$ cat src/rtl/regfile_pkg.sv
// regfile_pkg: shared widths, types and zero-register switch for regfile_sb
// REGFILE_SB_ZERO_REG_EN defined: register 0 is hardwired to zero
package regfile_pkg;
  localparam int DATA_W_DEF = 8;
  localparam int ADDR_W_DEF = 2;
  localparam int ZERO_REG = 0;
  typedef logic [ADDR_W_DEF-1:0] reg_addr_t;
  typedef logic [DATA_W_DEF-1:0] reg_data_t;
`ifdef REGFILE_SB_ZERO_REG_EN
  localparam bit ZERO_EN = 1'b1;
`else
  localparam bit ZERO_EN = 1'b0;
`endif
endpackage

$ cat src/rtl/regfile_scoreboard.sv
// regfile_scoreboard: per-register pending bits, busy/stall and sticky reservation error
// REGFILE_SB_ZERO_REG_EN defined: reservations of register 0 are ignored
module regfile_scoreboard
  import regfile_pkg::*;
#(
  parameter int ADDR_W = ADDR_W_DEF,
  parameter int NUM_REGS = 1 << ADDR_W,
  parameter int BYPASS = 1
) (
  input  logic              clk,
  input  logic              reset_n,
  input  logic [ADDR_W-1:0] rd_addr1,
  input  logic [ADDR_W-1:0] rd_addr2,
  input  logic              rsv_en,
  input  logic [ADDR_W-1:0] rsv_addr,
  input  logic              wr_ok,
  input  logic [ADDR_W-1:0] wr_addr,
  output logic              busy1,
  output logic              busy2,
  output logic              stall,
  output logic              rsv_err
);
  localparam logic [ADDR_W:0] NR = (ADDR_W+1)'(NUM_REGS);
  logic [NUM_REGS-1:0] pending, pending_nxt;
  logic rsv_ok, err_set;
  assign rsv_ok = rsv_en && ({1'b0, rsv_addr} < NR) && !(ZERO_EN && rsv_addr == ADDR_W'(ZERO_REG));
  // a write landing in the same cycle retires the old reservation, so no error
  assign err_set = rsv_ok && pending[rsv_addr] && !(wr_ok && wr_addr == rsv_addr);
  always_comb begin
    pending_nxt = pending;
    if (wr_ok) pending_nxt[wr_addr] = 1'b0;
    if (rsv_ok) pending_nxt[rsv_addr] = 1'b1;
  end
  always_ff @(posedge clk or negedge reset_n)
    if (!reset_n) begin
      pending <= '0;
      rsv_err <= 1'b0;
    end else begin
      pending <= pending_nxt;
      rsv_err <= rsv_err | err_set;
    end
  always_comb begin
    busy1 = ({1'b0, rd_addr1} < NR) ? pending[rd_addr1] : 1'b0;
    busy2 = ({1'b0, rd_addr2} < NR) ? pending[rd_addr2] : 1'b0;
    if (BYPASS != 0 && wr_ok && wr_addr == rd_addr1) busy1 = 1'b0;
    if (BYPASS != 0 && wr_ok && wr_addr == rd_addr2) busy2 = 1'b0;
  end
  assign stall = busy1 | busy2;
endmodule

$ cat src/rtl/regfile_sb.sv
// regfile_sb: NUM_REGS x DATA_W register file, 2 read / 1 write, bypass, scoreboard, stall
// REGFILE_SB_ZERO_REG_EN defined: register 0 reads 0, ignores writes and reservations
module regfile_sb
  import regfile_pkg::*;
#(
  parameter int DATA_W = DATA_W_DEF,
  parameter int ADDR_W = ADDR_W_DEF,
  parameter int NUM_REGS = 1 << ADDR_W,
  parameter int BYPASS = 1
) (
  input  logic              clk,
  input  logic              reset_n,
  input  logic [ADDR_W-1:0] rd_addr1,
  input  logic [ADDR_W-1:0] rd_addr2,
  output logic [DATA_W-1:0] rd_data1,
  output logic [DATA_W-1:0] rd_data2,
  input  logic              wr_en,
  input  logic [ADDR_W-1:0] wr_addr,
  input  logic [DATA_W-1:0] wr_data,
  input  logic              rsv_en,
  input  logic [ADDR_W-1:0] rsv_addr,
  output logic              busy1,
  output logic              busy2,
  output logic              stall,
  output logic              wr_ack,
  output logic              rsv_err
);
  localparam logic [ADDR_W:0] NR = (ADDR_W+1)'(NUM_REGS);
  logic [DATA_W-1:0] regs [NUM_REGS];
  logic wr_ok;
  assign wr_ok = wr_en && ({1'b0, wr_addr} < NR) && !(ZERO_EN && wr_addr == ADDR_W'(ZERO_REG));
  always_ff @(posedge clk or negedge reset_n)
    if (!reset_n) begin
      for (int i = 0; i < NUM_REGS; i++) regs[i] <= '0;
      wr_ack <= 1'b0;
    end else begin
      wr_ack <= wr_ok;
      if (wr_ok) regs[wr_addr] <= wr_data;
    end
  // register 0 is never written when hardwired, so it keeps its reset zero
  always_comb begin
    rd_data1 = (BYPASS != 0 && wr_ok && wr_addr == rd_addr1) ? wr_data :
               (({1'b0, rd_addr1} < NR) ? regs[rd_addr1] : '0);
    rd_data2 = (BYPASS != 0 && wr_ok && wr_addr == rd_addr2) ? wr_data :
               (({1'b0, rd_addr2} < NR) ? regs[rd_addr2] : '0);
  end
  regfile_scoreboard #(.ADDR_W(ADDR_W), .NUM_REGS(NUM_REGS), .BYPASS(BYPASS)) u_sb (
    .clk      (clk),
    .reset_n  (reset_n),
    .rd_addr1 (rd_addr1),
    .rd_addr2 (rd_addr2),
    .rsv_en   (rsv_en),
    .rsv_addr (rsv_addr),
    .wr_ok    (wr_ok),
    .wr_addr  (wr_addr),
    .busy1    (busy1),
    .busy2    (busy2),
    .stall    (stall),
    .rsv_err  (rsv_err)
  );
endmodule
$ cat config.mk
export PLATFORM = sky130hd
export DESIGN_NAME = regfile_sb
export DESIGN_NICKNAME = d
export VERILOG_FILES = /design/src/rtl/regfile_pkg.sv /design/src/rtl/regfile_scoreboard.sv /design/src/rtl/regfile_sb.sv
export SDC_FILE = /design/constraint.sdc
export NUM_CORES = 1
export LEC_CHECK = 0
export ABC_CLOCK_PERIOD_IN_PS = 1600
export CORE_MARGIN = 2
export CORE_UTILIZATION = 25
export CTS_BUF_LIST = sky130_fd_sc_hd__clkbuf_8
export DETAILED_ROUTE_END_ITERATION = 16
export PLACE_DENSITY = 0.47
export SETUP_SLACK_MARGIN = 0.1
export SYNTH_ARGS = -nofsm -noshare
export SYNTH_HDL_FRONTEND = slang
export SYNTH_SLANG_ARGS = --single-unit
$ cat constraint.sdc
create_clock -name clk -period 1.6 [get_ports clk]
set_input_delay 0.16 -clock clk [delete_from_list [all_inputs] [get_ports clk]]
set_output_delay 0.16 -clock clk [all_outputs]
set_load 0.05 [all_outputs]
==> After elaboration in Yosys (flattened, before gate mapping) <==
Index checks and enable logic that the tools add are counted.
{ "word_totals": {"reg_bits": 38, "word_cells": 62} }
{ "classes": {"order_cmp": 10, "n_eq_ne": 3, "muxes": 25, "bitwise_logic": 8, "reduce_logical": 9} }
{ "op_table": {"columns": ["operator", "n"], "rows": [
  ["8-bit two-way mux", 7],
  ["8-bit binary-select mux with 2-bit select", 2],
  ["32-bit bitwise mux", 1],
  ["8-bit demux with 2-bit select", 1],
  ["2-bit by 3-bit < comparator with 1-bit output, second input constant", 4],
  ["3-bit greater-or-equal comparator, second input constant", 3],
  ["2-bit inverter with 3-bit output", 3],
  ["1-bit logical AND", 8],
  ["4-bit two-way mux", 2],
  ["1-bit two-way mux", 7],
  ["1-bit binary-select mux with 2-bit select", 3],
  ["2-bit equality test", 3],
  ["4-bit bitwise AND", 1],
  ["1-bit demux with 2-bit select", 2],
  ["2-bit by 1-bit greater-or-equal comparator with 1-bit output, second input constant", 2],
  ["4-bit inverter", 1],
  ["4-bit bitwise OR", 1],
  ["3-bit by 1-bit < comparator with 1-bit output, second input constant", 1],
  ["1-bit bitwise OR", 2],
  ["1-bit logical NOT", 1]
]} }

==> Logic depth before layout (Yosys ltp) <==
{ "logic_depth": {"ltp_word": 9, "depth_mapped": 4} }

==> Cells and area by module <==
Synthesis repeated with hierarchy kept, for this count alone.
{ "unflattened": {"hier_cells": 147, "area_unflattened_um2": 2342.2} }
{ "by_module_without_submodules": {"columns": ["module", "instances", "cells_each", "area_per_inst_um2", "seq_area_each_um2"], "rows": [
  ["regfile_sb", 1, 114, 1979.4, 825.8],
  ["regfile_scoreboard", 1, 33, 362.8, 125.1]
]} }

==> Least setup slack after synthesis <==
No wires, ideal clock.
{ "synth_path": {"kind": "register to output", "start": "reg u_sb.pending[3]", "end": "out stall", "arrival_ns": 1.252, "slack_ns": 0.188, "stages_incl_launch_ff": 3, "n_path_buf": 0, "cell_sequence": "dfrtp_1 mux4_2 a22o_1"} }
{ "synth_between": {"elab_chain_len": 4} }
{ "synth_lines": {"columns": ["item", "line", "text"], "rows": [
  ["start: declaration", "regfile_scoreboard.sv:24", "logic [NUM_REGS-1:0] pending, pending_nxt;"],
  ["start signal: assignment", "regfile_scoreboard.sv:39", "pending <= pending_nxt;"],
  ["1-bit binary-select mux with 2-bit select, on equally long branches", "regfile_scoreboard.sv:43, regfile_scoreboard.sv:44", null],
  ["1-bit two-way mux, on equally long branches", "regfile_scoreboard.sv:43, regfile_scoreboard.sv:44", null],
  ["1-bit two-way mux, on equally long branches", "regfile_scoreboard.sv:45, regfile_scoreboard.sv:46", null],
  ["1-bit bitwise OR (*)", "regfile_scoreboard.sv:48", "assign stall = busy1 | busy2;"],
  ["end: declaration", "regfile_sb.sv:24", "output logic stall,"]
]} }
Mark *: on every way between the ends. The rest lies on a longest branch, timed or not. The select of a mux whose other input is x is not followed.

==> Worst setup path after layout <==
{ "layout_path": {"start": "reg regs[8] (netlist name)", "end": "out rd_data1[0]"} }
{ "layout_between": {"elab_chain_len": 4} }
{ "layout_lines": {"columns": ["item", "line", "text"], "rows": [
  ["start: declaration", "regfile_sb.sv:29", "logic [DATA_W-1:0] regs [NUM_REGS];"],
  ["start signal: indexed assignment", "regfile_sb.sv:38", "if (wr_ok) regs[wr_addr] <= wr_data;"],
  ["8-bit binary-select mux with 2-bit select", "regfile_sb.sv:43", "(({1'b0, rd_addr1} < NR) ? regs[rd_addr1] : '0);"],
  ["8-bit two-way mux (implied by the code) (2 in series)", "regfile_sb.sv:43", null],
  ["8-bit two-way mux", "regfile_sb.sv:42", "rd_data1 = (BYPASS != 0 && wr_ok && wr_addr == rd_addr1) ? wr_data :"],
  ["end: declaration", "regfile_sb.sv:15", "output logic [DATA_W-1:0] rd_data1,"]
]} }
No other way between the ends. The select of a mux whose other input is x is not followed.

==> metrics.cfg <==
[synth]
syn_area_per_cell_sq_um = 16.9
syn-num-nets = 157
ys_seq_elements = 38
synth_seq_area_share = 0.411
yosysWarnings = 0
synth_area_sq_um = 2310
syn_inst = 137
synth.distinct_cells = 22

[grt]
grt_max_degree = 22
overflow = 0
grt_pass1_vias = 1706
antenna_found_initial = 0
grt_pass1_wl_mm = 9.63
grt.total_usage = 0.128

[worst_setup_path]
start_kind = flop
worst_ep_arrival_time_ns = 1.62
end_kind = output port
path_cells = mux4_2 > mux2_4 > buf_6
crit_fanout = 3
cp.required_ns = 1.44
cpMaxStageDelayCell = mux4_2
path_class = flop to output port
slowest_delay_ns = 0.48

[route]
ant_nets = 0
routed_wl_mm = 6.10
routed_via_density = 4.84
wl_per_cell_um = 19.1
drc = 0
firstDrtPassIters = 4
num_vias = 1545
detailedRoute.firstIterationViolations = 62

[outcome]
status = finished with violations
violations = negative setup slack

[timing]
rsz0062_at_grt = yes
skew_ns = 0.000366
relSlewSlack = 0.683
setup_viol = 19
finalCriticalPeriod_ns = 1.78
setup_ws_ns = -0.178
timing.final.max_slew_violations = 0
finalHoldViolCount = 0
fin_crit_sh = 1.11
worstMarginPinSlew_ns = 0.476
fmax_mhz = 562

[layout]
antenna_cells = 0
final_common_cell = dfrtp_1
fin_nets = 227
syn2layout_area_growth_pct = 40.6
n_fill_cell = 901
final_cell_mix = dfrtp_1 (38), mux2_2 (32), buf_6 (20), buf_4 (20), mux4_2 (19)
final_util = 0.357
drive_gt1_frac = 0.678

[clock_tree]
cts_buffers = 5
tritoncts = yes
clk_pin_slew_worst_paths_ns = 0.08
insertion_delay_ns = 0.28
cts_buffer_depth = 2
cts.sinks = 38
cts_root_buf = clkbuf_8
htreeDepth = 2

[placed_design]
numPortBuffers = 40
place_congestion = 0.748
dp_hpwl_mm = 4.15

[floorplanning]
coreArea_sq_um = 9110
fp.dieArea_sq_um = 10000
die_y_um = 100
die_w_um = 100
start_util = 0.254
rows = 35
io_pins = 41

[power]
total_power_mw = 3.58
p_per_area_nw_per_um2 = 1100
max-vdd-ir-drop_mv = 0.669
power.leakage_nw = 1.41

[hold_path]
min_path_type = input port to async pin

[job]
cap_violations = 0

## cells in the mapped netlist, drive strengths merged
master / instances / share of area
a22o: 1 / 0.0038
a31o: 1 / 0.0038
a32o: 2 / 0.0086
and2: 2 / 0.0054
buf: 7 / 0.034
dfrtp: 38 / 0.41
inv: 2 / 0.0032
mux2: 48 / 0.26
mux4: 19 / 0.19
nand2: 1 / 0.0016
nand2b: 1 / 0.0027
nand3: 4 / 0.022
nand3b: 2 / 0.0097
nor3b: 1 / 0.0081
o21ai: 1 / 0.0022
o22ai: 1 / 0.0027
xnor2: 6 / 0.036
## through the flow
stage	instances	TNS, ns	setup slack [ns]	area [sq um]	hold WS, ns
final	319	-2.64	-0.178	3250	0.353
after global routing	319	-3.55	-0.217	3250	0.386
after CTS	319	-2.86	-0.187	3250	0.364
after detailed placement	298	-11.70	-0.399	2930	0.145
after global placement	298	-10.94	-0.399	2930	0.131
after floorplan	137	0	0.188	2310	-0.136
## per-layer routing
| layer | GRT usage | vias up | wire, um | part of all wire |
|---|---|---|---|---|
| li1 | - | 682 | - | - |
| met1 | 0.183 | 806 | 2910 | 0.48 |
| met2 | 0.187 | 44 | 2740 | 0.45 |
| met3 | 0.0376 | 13 | 337 | 0.055 |
| met4 | 0.0432 | 0 | 119 | 0.020 |
| met5 | 0 | - | 0 | 0 |
## worst paths after layout
check | startpoint | endpoint | slack [ns] | depth (start not counted)
max | regs[8] | rd_data1[0] | -0.18 | 3
min | reset_n | regs[12] | 0.35 | 2
max reg2reg | u_sb.pending[3] | u_sb.rsv_err | 0.26 | 3
min reg2reg | u_sb.rsv_err | u_sb.rsv_err | 0.48 | 1
max in group asynchronous | reset_n | u_sb.pending[0] | 0.76 | 3
min in group clk | u_sb.rsv_err | u_sb.rsv_err | 0.48 | 1
## worst max-delay path, delay by kind of cell (launching register included)
family,cells,cell delay (ns)
buffers and inverters,1,0.15
flip-flops,1,0.41
multiplexers,2,0.76
## state kept, by name, indices dropped and copies added (netlist names)
name	cells
wr_ack	1
u_sb.pending	4
regs	32
u_sb.rsv_err	1
## timing repair
action | in CTS | in global routing
setup endpoints to repair | 24 | 19
hold buffers | 1 | 0
cloned | 2 | 0
pin swaps | 5 | 0
setup buffers | 10 | 0
gates resized for setup | 36 | 0
endpoints found under the hold margin | 17 | 0
## power breakdown
| part | leakage, nW | internal (mW) | switching [mW] |
|---|---|---|---|
| Sequential | 0.445 | 1.13 | 0.125 |
| Clock | 0.0472 | 0.347 | 0.352 |
| Combinational | 0.914 | 0.834 | 0.787 |
| Total | 1.41 | 2.31 | 1.26 |
## kinds of logic (layout without fill, tap and decap cells)
| family | after synthesis | in the layout | synth area share |
|---|---|---|---|
| AO/OA/AOI/OAI | 6 | 6 | 0.0211 |
| XOR/XNOR | 6 | 6 | 0.0357 |
| buffers and inverters | 9 | 80 | 0.0373 |
| flip-flops | 38 | 38 | 0.411 |
| multiplexers | 67 | 67 | 0.446 |
| AND/OR/NAND/NOR | 11 | 11 | 0.0492 |
## layout make-up
class,instances,area (sq um),share of cell area
multi-input combinational,90,1280,0.393
timing repair buffer,70,783,0.241
sequential,38,951,0.292
inverter,2,7.51,0.00231
clock buffer,6,82.6,0.0254
clock inverter,2,12.5,0.00384
tap,111,139,0.0427
(Power assumes the default switching activity.)
